**src/rtl/spi_master_tx.sv**
```systemverilog
// SPI mode-0 transmit master for a 4-wire display link (SCLK/CS/MOSI/DC), MSB first.
// Bytes arrive over valid/ready; CS stays low across bytes until one flagged last has gone out.
module spi_master_tx #(
  parameter int CLK_DIV      = 2,
  parameter int CS_SETUP_CYC = 2,
  parameter int CS_HOLD_CYC  = 2,
  parameter int CS_IDLE_CYC  = 2
) (
  input  logic       i_clk,
  input  logic       i_rst,
  input  logic [7:0] i_tx_data,
  input  logic       i_tx_dc,
  input  logic       i_tx_last,
  input  logic       i_tx_valid,
  output logic       o_tx_ready,
  output logic       o_busy,
  output logic       o_spi_clk,
  output logic       o_spi_cs,
  output logic       o_spi_mosi,
  output logic       o_dc
);

  localparam int HCW  = $clog2(CLK_DIV + 1);
  localparam int WMAX = (CS_SETUP_CYC > CS_HOLD_CYC) ?
                        ((CS_SETUP_CYC > CS_IDLE_CYC) ? CS_SETUP_CYC : CS_IDLE_CYC) :
                        ((CS_HOLD_CYC > CS_IDLE_CYC) ? CS_HOLD_CYC : CS_IDLE_CYC);
  localparam int WCW  = $clog2(WMAX + 1);

  typedef enum logic [2:0] {
    IDLE   = 3'd0,
    SETUP  = 3'd1,
    SHIFT  = 3'd2,
    NEXT   = 3'd3,
    HOLD   = 3'd4,
    CSIDLE = 3'd5
  } state_t;

  state_t           state_q, state_d;
  logic [7:0]       shift_q, shift_d;
  logic [HCW-1:0]   hcnt_q,  hcnt_d;
  logic [WCW-1:0]   wcnt_q,  wcnt_d;
  logic [2:0]       bcnt_q,  bcnt_d;
  logic             last_q,  last_d;
  logic             sclk_q,  sclk_d;
  logic             cs_q,    cs_d;
  logic             mosi_q,  mosi_d;
  logic             dc_q,    dc_d;
  logic             accept_s;

  assign o_tx_ready = !i_rst && ((state_q == IDLE) || (state_q == NEXT));
  assign o_busy     = !i_rst && (state_q != IDLE);
  assign accept_s   = i_tx_valid && o_tx_ready;

  assign o_spi_clk  = sclk_q;
  assign o_spi_cs   = cs_q;
  assign o_spi_mosi = mosi_q;
  assign o_dc       = dc_q;

  // Next-state and datapath: MOSI only moves on SCLK falling edges or on byte accept.
  always_comb begin
    state_d = state_q;
    shift_d = shift_q;
    hcnt_d  = hcnt_q;
    wcnt_d  = wcnt_q;
    bcnt_d  = bcnt_q;
    last_d  = last_q;
    sclk_d  = sclk_q;
    cs_d    = cs_q;
    mosi_d  = mosi_q;
    dc_d    = dc_q;

    if (accept_s) begin
      shift_d = i_tx_data;
      mosi_d  = i_tx_data[7];
      last_d  = i_tx_last;
      dc_d    = i_tx_dc;
      hcnt_d  = '0;
      bcnt_d  = 3'd0;
      wcnt_d  = '0;
    end else begin
      shift_d = shift_q;
    end

    case (state_q)
      IDLE: begin
        cs_d   = 1'b1;
        sclk_d = 1'b0;
        if (accept_s) begin
          cs_d    = 1'b0;
          state_d = SETUP;
        end else begin
          state_d = IDLE;
        end
      end
      SETUP: begin
        if (wcnt_q == WCW'(CS_SETUP_CYC - 1)) begin
          state_d = SHIFT;
          hcnt_d  = '0;
          bcnt_d  = 3'd0;
        end else begin
          wcnt_d = wcnt_q + WCW'(1);
        end
      end
      SHIFT: begin
        if (hcnt_q == HCW'(CLK_DIV - 1)) begin
          hcnt_d = '0;
          if (!sclk_q) begin
            sclk_d = 1'b1;
          end else begin
            sclk_d = 1'b0;
            if (bcnt_q == 3'd7) begin
              // Final bit stays on MOSI through NEXT/HOLD.
              state_d = last_q ? HOLD : NEXT;
              wcnt_d  = '0;
            end else begin
              bcnt_d  = bcnt_q + 3'd1;
              shift_d = {shift_q[6:0], 1'b0};
              mosi_d  = shift_q[6];
            end
          end
        end else begin
          hcnt_d = hcnt_q + HCW'(1);
        end
      end
      NEXT: begin
        sclk_d = 1'b0;
        if (accept_s) begin
          state_d = SHIFT;
        end else begin
          state_d = NEXT;
        end
      end
      HOLD: begin
        if (wcnt_q == WCW'(CS_HOLD_CYC - 1)) begin
          cs_d    = 1'b1;
          state_d = CSIDLE;
          wcnt_d  = '0;
        end else begin
          wcnt_d = wcnt_q + WCW'(1);
        end
      end
      CSIDLE: begin
        if (wcnt_q == WCW'(CS_IDLE_CYC - 1)) begin
          state_d = IDLE;
          wcnt_d  = '0;
        end else begin
          wcnt_d = wcnt_q + WCW'(1);
        end
      end
      default: begin
        state_d = IDLE;
        cs_d    = 1'b1;
        sclk_d  = 1'b0;
      end
    endcase
  end

  // State and output registers with synchronous reset; a reset mid-frame drops the partial byte.
  always_ff @(posedge i_clk) begin
    if (i_rst) begin
      state_q <= IDLE;
      shift_q <= 8'h00;
      hcnt_q  <= '0;
      wcnt_q  <= '0;
      bcnt_q  <= 3'd0;
      last_q  <= 1'b0;
      sclk_q  <= 1'b0;
      cs_q    <= 1'b1;
      mosi_q  <= 1'b0;
      dc_q    <= 1'b0;
    end else begin
      state_q <= state_d;
      shift_q <= shift_d;
      hcnt_q  <= hcnt_d;
      wcnt_q  <= wcnt_d;
      bcnt_q  <= bcnt_d;
      last_q  <= last_d;
      sclk_q  <= sclk_d;
      cs_q    <= cs_d;
      mosi_q  <= mosi_d;
      dc_q    <= dc_d;
    end
  end

endmodule

```
**config.mk**
```make
export PLATFORM = sky130hd
export DESIGN_NAME = spi_master_tx
export DESIGN_NICKNAME = d
export VERILOG_FILES = /design/src/rtl/spi_master_tx.sv
export SDC_FILE = /design/constraint.sdc
export NUM_CORES = 1
export LEC_CHECK = 0
export CAP_MARGIN = 20
export CORE_UTILIZATION = 31
export CTS_CLUSTER_SIZE = 30
export DETAILED_ROUTE_END_ITERATION = 8
export PLACE_DENSITY = 0.63
export SYNTH_ARGS = -nofsm -noshare
export SYNTH_HDL_FRONTEND = slang
export SYNTH_SLANG_ARGS = --single-unit
export TNS_END_PERCENT = 20
```
**constraint.sdc**
```tcl
create_clock -name i_clk -period 3 [get_ports i_clk]
set_clock_uncertainty 0.15 [all_clocks]
set_input_delay 0.6 -clock i_clk [delete_from_list [all_inputs] [get_ports i_clk]]
set_output_delay 0.6 -clock i_clk [all_outputs]
set_load 0.005 [all_outputs]
```
==> impl_metrics.py, run 1 <==
metrics = {
    "power": {
        "p_int_w": 0.000477,
        "cellPowerDensity_mw_per_mm2": 428,
        "net-switching-power_w": 0.000161,
        "comb_power_share_pct": 16.3,
        "seqPwrFrac_pct": 49.8,
        "p_leak_nw": 0.547,
        "p_clk_share_pct": 33.9,
        "sw_frac_of_total_pct": 25.3,
        "peakVddDrop_mv": 0.220,
    },
    "timing": {
        "setup_tns_ns": 0,
        "setup_viol": 0,
        "worst_pin_slew_ns": 0.646,
        "setup_ws_ns": 0.338,
        "maxSlewHeadroom_pct": 56.8,
        "finalCritPeriodShare_pct": 88.7,
        "period_minus_slack_ns": 2.66,
        "rsz0062_at_grt": "false",
        "drv_slew": 0,
        "max_freq_mhz": 376,
        "hold_viol": 0,
    },
    "place": {
        "place_hpwl_um": 1960,
        "io_buffers": 18,
        "pre_cts_slack_ns": 0.282,
        "gp_congestion": 0.805,
    },
    "routing": {
        "wl_per_cell_um": 13.0,
        "vias": 1087,
        "drc_errors": 0,
        "vias_per_cell": 5.18,
        "drtAntennaViolNets": 0,
        "detail_route.iter0.violations": 27,
        "drt_pass1_iterations": 4,
        "routed_wl_um": 2720,
    },
    "synth": {
        "synth.most_common_cell": "nand2_1",
        "async_reset_ff_share_pct": 0,
        "avgSynthCellArea_um2": 8.41,
        "synth_edf_count": 0,
        "netlist_top_cells_area": "dfxtp_1, a311oi_2, nand2_1",
        "yosys_warnings": 0,
        "yosysTopAreaCell": "dfxtp_1",
        "ys.flop_type": "dfxtp_1",
        "ys_top_cells_by_count": "nand2_1, dfxtp_1, nor2_1",
        "syn_inst": 147,
        "synthDistinctLibCells": 45,
        "synthesis.nets": 162,
        "seq_area_frac_synth_pct": 35.6,
        "yosysTopAreaCellShare_pct": 35.6,
        "synth-seq-cells": 22,
        "synth_area_mm2": 0.00124,
    },
    "clock_network": {
        "cts_setup_buffers": 0,
        "cts_tree": "done",
        "clock_path_buffers": 2,
        "cts_hold_buf": 0,
        "ctsHtreeMaxLevel": 1,
        "worstSkewPairLatency_ns": 0.26,
        "cts_root_buf": "clkbuf_8",
        "cts-resized-gates": 0,
        "cts_sinks": 22,
        "cts.reportedPaths.clkPinSlew_ns": 0.08,
        "cts_buffers": 3,
    },
    "global_route": {
        "grt_usage_pct": 14.5,
        "grt_first_pass_wirelength_um": 4780,
        "grt_overflow": 0,
        "antenna_found_initial": 0,
        "first_global_vias": 1103,
        "grt_max_degree": 22,
    },
    "die": {
        "start_util_pct": 33.0,
        "floorplan.rows": 22,
        "pin_count": 19,
        "core_mm2": 0.00374,
        "die-area_mm2": 0.00424,
        "die_y_um": 65.2,
        "die_w_um": 65.2,
    },
    "setup_path": {
        "required_ns": 2.25,
        "worstSetupPathType": "register to output port",
        "worstPathArrival_ns": 1.91,
        "cp_max_fo": 21,
        "startpoint_type": "register",
        "end_kind": "output port",
    },
    "final_layout": {
        "drive_gt1_share_pct": 12.3,
        "antennaDiodeCount": 0,
        "area_growth_pct": 20.7,
        "fillers": 388,
        "nNetsFinal": 178,
    },
    "job": {
        "maxCapViolCount": 0,
    },
    "min_path": {
        "hold_path_class": "register to register",
    },
    "run_status": {
        "status": "complete, no violations",
    },
}
[worst paths after layout]
kind	slack, ns	from	cells after the start	endpoint
max reg2reg	0.65	state_q[1]$_SDFFE_PP0P_	4	bcnt_q[0]$_SDFF_PP0_
min	0.32	o_dc$_SDFFE_PP0P_	2	o_dc$_SDFFE_PP0P_
max	0.34	state_q[1]$_SDFFE_PP0P_	3	o_tx_ready
min reg2reg	0.32	o_dc$_SDFFE_PP0P_	2	o_dc$_SDFFE_PP0P_
[per-layer routing]
layer | GRT usage (%) | up-vias | part of all wire (%)
met5 | 0 | - | 0
met4 | 7.88 | 0 | 2.2
met3 | 2.43 | 7 | 4.8
met2 | 25.3 | 34 | 49
met1 | 16.9 | 500 | 44
li1 | - | 546 | -
[flip-flops by register name, indices dropped and copies added, names as in the netlist, 2 cells and up]
name / count
shift_q: 7
bcnt_q: 3
state_q: 3
hcnt_q: 2
wcnt_q: 2
[through the flow]
| stage | total power, W | hold WS (ns) | instances | instance area, um^2 | util (%) |
|---|---|---|---|---|---|
| after floorplan | 0.000388 | 0.288 | 147 | 1240 | - |
| after global placement | 0.000425 | 0.299 | 206 | 1440 | 38.4 |
| after detailed placement | 0.000429 | 0.311 | 206 | 1440 | 38.4 |
| after CTS | 0.000646 | 0.326 | 210 | 1490 | 39.9 |
| after global routing | 0.000669 | 0.338 | 210 | 1490 | 39.9 |
| final | 0.000639 | 0.322 | 210 | 1490 | 39.9 |
[area by class of cell]
class                   count  area [um^2]  area share, %
multi-input cells         109          704           47.2
inverters                   4         15.0           1.01
well taps                  48         60.1           4.02
repair buffers             23          218           14.6
flip-flops and latches     22          440           29.5
clock buffers               4         55.1           3.69
[cell usage in the layout, fill, tap and decap left out, types with 4 or more instances in the layout]
master	netlist	routed
nor2_1	15	15
dfxtp_1	22	22
buf_4	0	5
a21oi_1	8	8
nand2_1	25	25
a311oi_2	7	7
o21ai_0	6	6
nand3_1	4	4
clkbuf_8	0	4
clkdlybuf4s50_1	0	18
[logic make-up (layout without fill, tap and decap cells)]
family	after synthesis	after routing	share of synthesized area, %
fa+ha+maj	2	2	2.02
buf+inv	16	31	7.39
flops	22	22	35.6
simple gates	67	67	27.1
xor+xnor	2	2	1.42
mux	4	4	3.34
compound gates	34	34	23.1
[power groups by stage]
stage,Sequential (W),Combinational [W],Clock (W)
2_1_floorplan,0.000318,0.0000696,0
3_3_place_gp,0.000324,0.000102,0
3_5_place_dp,0.000324,0.000104,0
4_1_cts,0.000318,0.000105,0.000224
5_1_grt,0.000320,0.000116,0.000232
6_report,0.000318,0.000104,0.000217
[worst max-delay path, stage by stage (launching register included)]
cell and delay (ns):
dfxtp_1 0.74, xnor2_1 0.25, and2_1 0.17, clkdlybuf4s50_1 0.49
(Power assumes the default switching activity.)
==> run 2, diff against run 1 <==
--- a/config.mk
+++ b/config.mk
@@ -10,6 +10,7 @@
 export CTS_CLUSTER_SIZE = 30
 export DETAILED_ROUTE_END_ITERATION = 8
 export PLACE_DENSITY = 0.63
+export SLEW_MARGIN = 10
 export SYNTH_ARGS = -nofsm -noshare
 export SYNTH_HDL_FRONTEND = slang
 export SYNTH_SLANG_ARGS = --single-unit
==> results of run 2 <==
Final layout, timing and power as in run 1 (identical DEF).
==> run 3, diff against run 2 <==
--- a/config.mk
+++ b/config.mk
@@ -6,10 +6,10 @@
 export NUM_CORES = 1
 export LEC_CHECK = 0
 export CAP_MARGIN = 20
-export CORE_UTILIZATION = 31
+export CORE_UTILIZATION = 56
 export CTS_CLUSTER_SIZE = 30
 export DETAILED_ROUTE_END_ITERATION = 8
-export PLACE_DENSITY = 0.63
+export PLACE_DENSITY = 0.94
 export SLEW_MARGIN = 10
 export SYNTH_ARGS = -nofsm -noshare
 export SYNTH_HDL_FRONTEND = slang
==> impl_metrics.py, run 3 (synthesis gave the netlist of run 1 again) <==
metrics = {
    "run_status": {
        "status": "complete, no violations",
    },
    "routing": {
        "vias": 1129,
        "routed_wl_um": 2680,
        "drt_pass1_iterations": 4,
        "drtAntennaViolNets": 0,
        "detail_route.iter0.violations": 19,
        "vias_per_cell": 5.97,
        "wl_per_cell_um": 14.2,
        "drc_errors": 0,
    },
    "final_layout": {
        "drive_gt1_share_pct": 12.3,
        "area_growth_pct": 17.1,
        "layout_common_cells": "nand2_1, dfxtp_1, clkdlybuf4s50_1",
        "final_core_util_pct": 71.6,
        "final_common_cell": "nand2_1",
        "largest_register_ffs": 7,
        "top_register": "shift_q",
        "antennaDiodeCount": 0,
        "nNetsFinal": 178,
        "top_regs": "shift_q x7, bcnt_q x3, state_q x3",
    },
    "global_route": {
        "grt_usage_pct": 25.1,
        "grt_first_pass_wirelength_um": 4640,
        "grt_overflow": 0,
        "first_global_vias": 1116,
        "antenna_found_initial": 0,
        "grt_max_degree": 17,
    },
    "power": {
        "p_leak_nw": 0.539,
        "peakVddDrop_mv": 0.295,
        "p_clk_share_pct": 28.0,
        "comb_power_share_pct": 18.3,
        "net-switching-power_w": 0.000153,
        "sw_frac_of_total_pct": 26.0,
        "cellPowerDensity_mw_per_mm2": 406,
        "p_int_w": 0.000434,
        "seqPwrFrac_pct": 53.7,
    },
    "setup_path": {
        "end_kind": "output port",
        "cp_max_fo": 6,
        "worstSetupPathType": "input port to output port",
        "cp_cell_sequence": "clkdlybuf4s50_1 > nor2_1 > and2_1 > clkdlybuf4s50_1",
        "worstPathArrival_ns": 1.91,
        "critPathSlowestCell": "clkdlybuf4s50_1",
        "crit_path_frequent_cell": "clkdlybuf4s50_1",
        "slowest_delay_ns": 0.52,
        "required_ns": 2.25,
        "startpoint_type": "input port",
    },
    "timing": {
        "finalCritPeriodShare_pct": 88.7,
        "drv_slew": 0,
        "worst_pin_slew_ns": 0.607,
        "maxSlewHeadroom_pct": 59.6,
        "setup_tns_ns": 0,
        "setup_ws_ns": 0.338,
        "setup_viol": 0,
        "hold_viol": 0,
        "max_freq_mhz": 376,
        "rsz0062_at_grt": "false",
        "period_minus_slack_ns": 2.66,
    },
    "place": {
        "pre_cts_slack_ns": 0.352,
        "io_buffers": 18,
        "place_hpwl_um": 1880,
        "gp_congestion": 0.939,
    },
    "clock_network": {
        "clock_path_buffers": 2,
        "cts_tree": "done",
        "cts_buffers": 3,
        "ctsHtreeMaxLevel": 1,
        "cts-resized-gates": 0,
        "cts_hold_buf": 0,
        "cts_root_buf": "clkbuf_4",
        "worstSkewPairLatency_ns": 0.31,
        "cts.reportedPaths.clkPinSlew_ns": 0.12,
        "cts_setup_buffers": 0,
        "cts_sinks": 22,
    },
    "job": {
        "maxCapViolCount": 0,
    },
    "die": {
        "core_mm2": 0.00202,
        "start_util_pct": 61.1,
        "pin_count": 19,
        "die_w_um": 49.0,
        "floorplan.rows": 16,
        "die_y_um": 49.0,
        "die-area_mm2": 0.00240,
    },
    "min_path": {
        "hold_path_class": "register to register",
    },
}
run 3: cell counts in the layout (fill, tap and decap cells not counted):
No cell type changed its count.
run 3: final cells by class:
type / count / area [um^2]
Sequential cell: 22 / 440
Clock buffer: 4 / 36.3
Timing Repair Buffer: 23 / 218
Inverter: 4 / 15.0
Fill cell: 152 / 574
Multi-Input combinational cell: 109 / 704
Tap cell: 27 / 33.8
run 3: power groups by stage:
| stage | clock network [W] | registers (W) | logic, W |
|---|---|---|---|
| final | 0.000165 | 0.000315 | 0.000107 |
| after floorplan | 0 | 0.000318 | 0.0000696 |
| after global placement | 0 | 0.000321 | 0.000102 |
| after CTS | 0.000167 | 0.000315 | 0.000106 |
| after detailed placement | 0 | 0.000321 | 0.000106 |
| after global routing | 0.000180 | 0.000317 | 0.000118 |
run 3: metal layers:
layer	vias up	wire, um	track usage [%]
met3	7	120	4.36
li1	546	-	-
met2	48	1370	45.4
met1	528	1140	27.9
met4	0	53	12.7
met5	-	0	0
run 3: through the flow:
stage | hold WS, ns | instance area, um^2 | power (W) | instances
after floorplan | 0.288 | 1240 | 0.000388 | 147
after global placement | 0.299 | 1410 | 0.000423 | 185
after detailed placement | 0.309 | 1410 | 0.000427 | 185
after CTS | 0.323 | 1450 | 0.000588 | 189
after global routing | 0.346 | 1450 | 0.000615 | 189
final | 0.321 | 1450 | 0.000587 | 189
run 3: final timing paths:
kind / start / slack [ns] / endpoint / cells past startpoint
max: i_rst / 0.34 / o_tx_ready / 4
min: o_dc$_SDFFE_PP0P_ / 0.32 / o_dc$_SDFFE_PP0P_ / 2
max reg2reg: state_q[1]$_SDFFE_PP0P_ / 0.74 / bcnt_q[0]$_SDFF_PP0_ / 5
min reg2reg: o_dc$_SDFFE_PP0P_ / 0.32 / o_dc$_SDFFE_PP0P_ / 2
run 3: critical path, delay by kind of cell:
kind                   cells  cell delay, ns
and+or+nand+nor            2            0.30
buffers and inverters      2            1.01
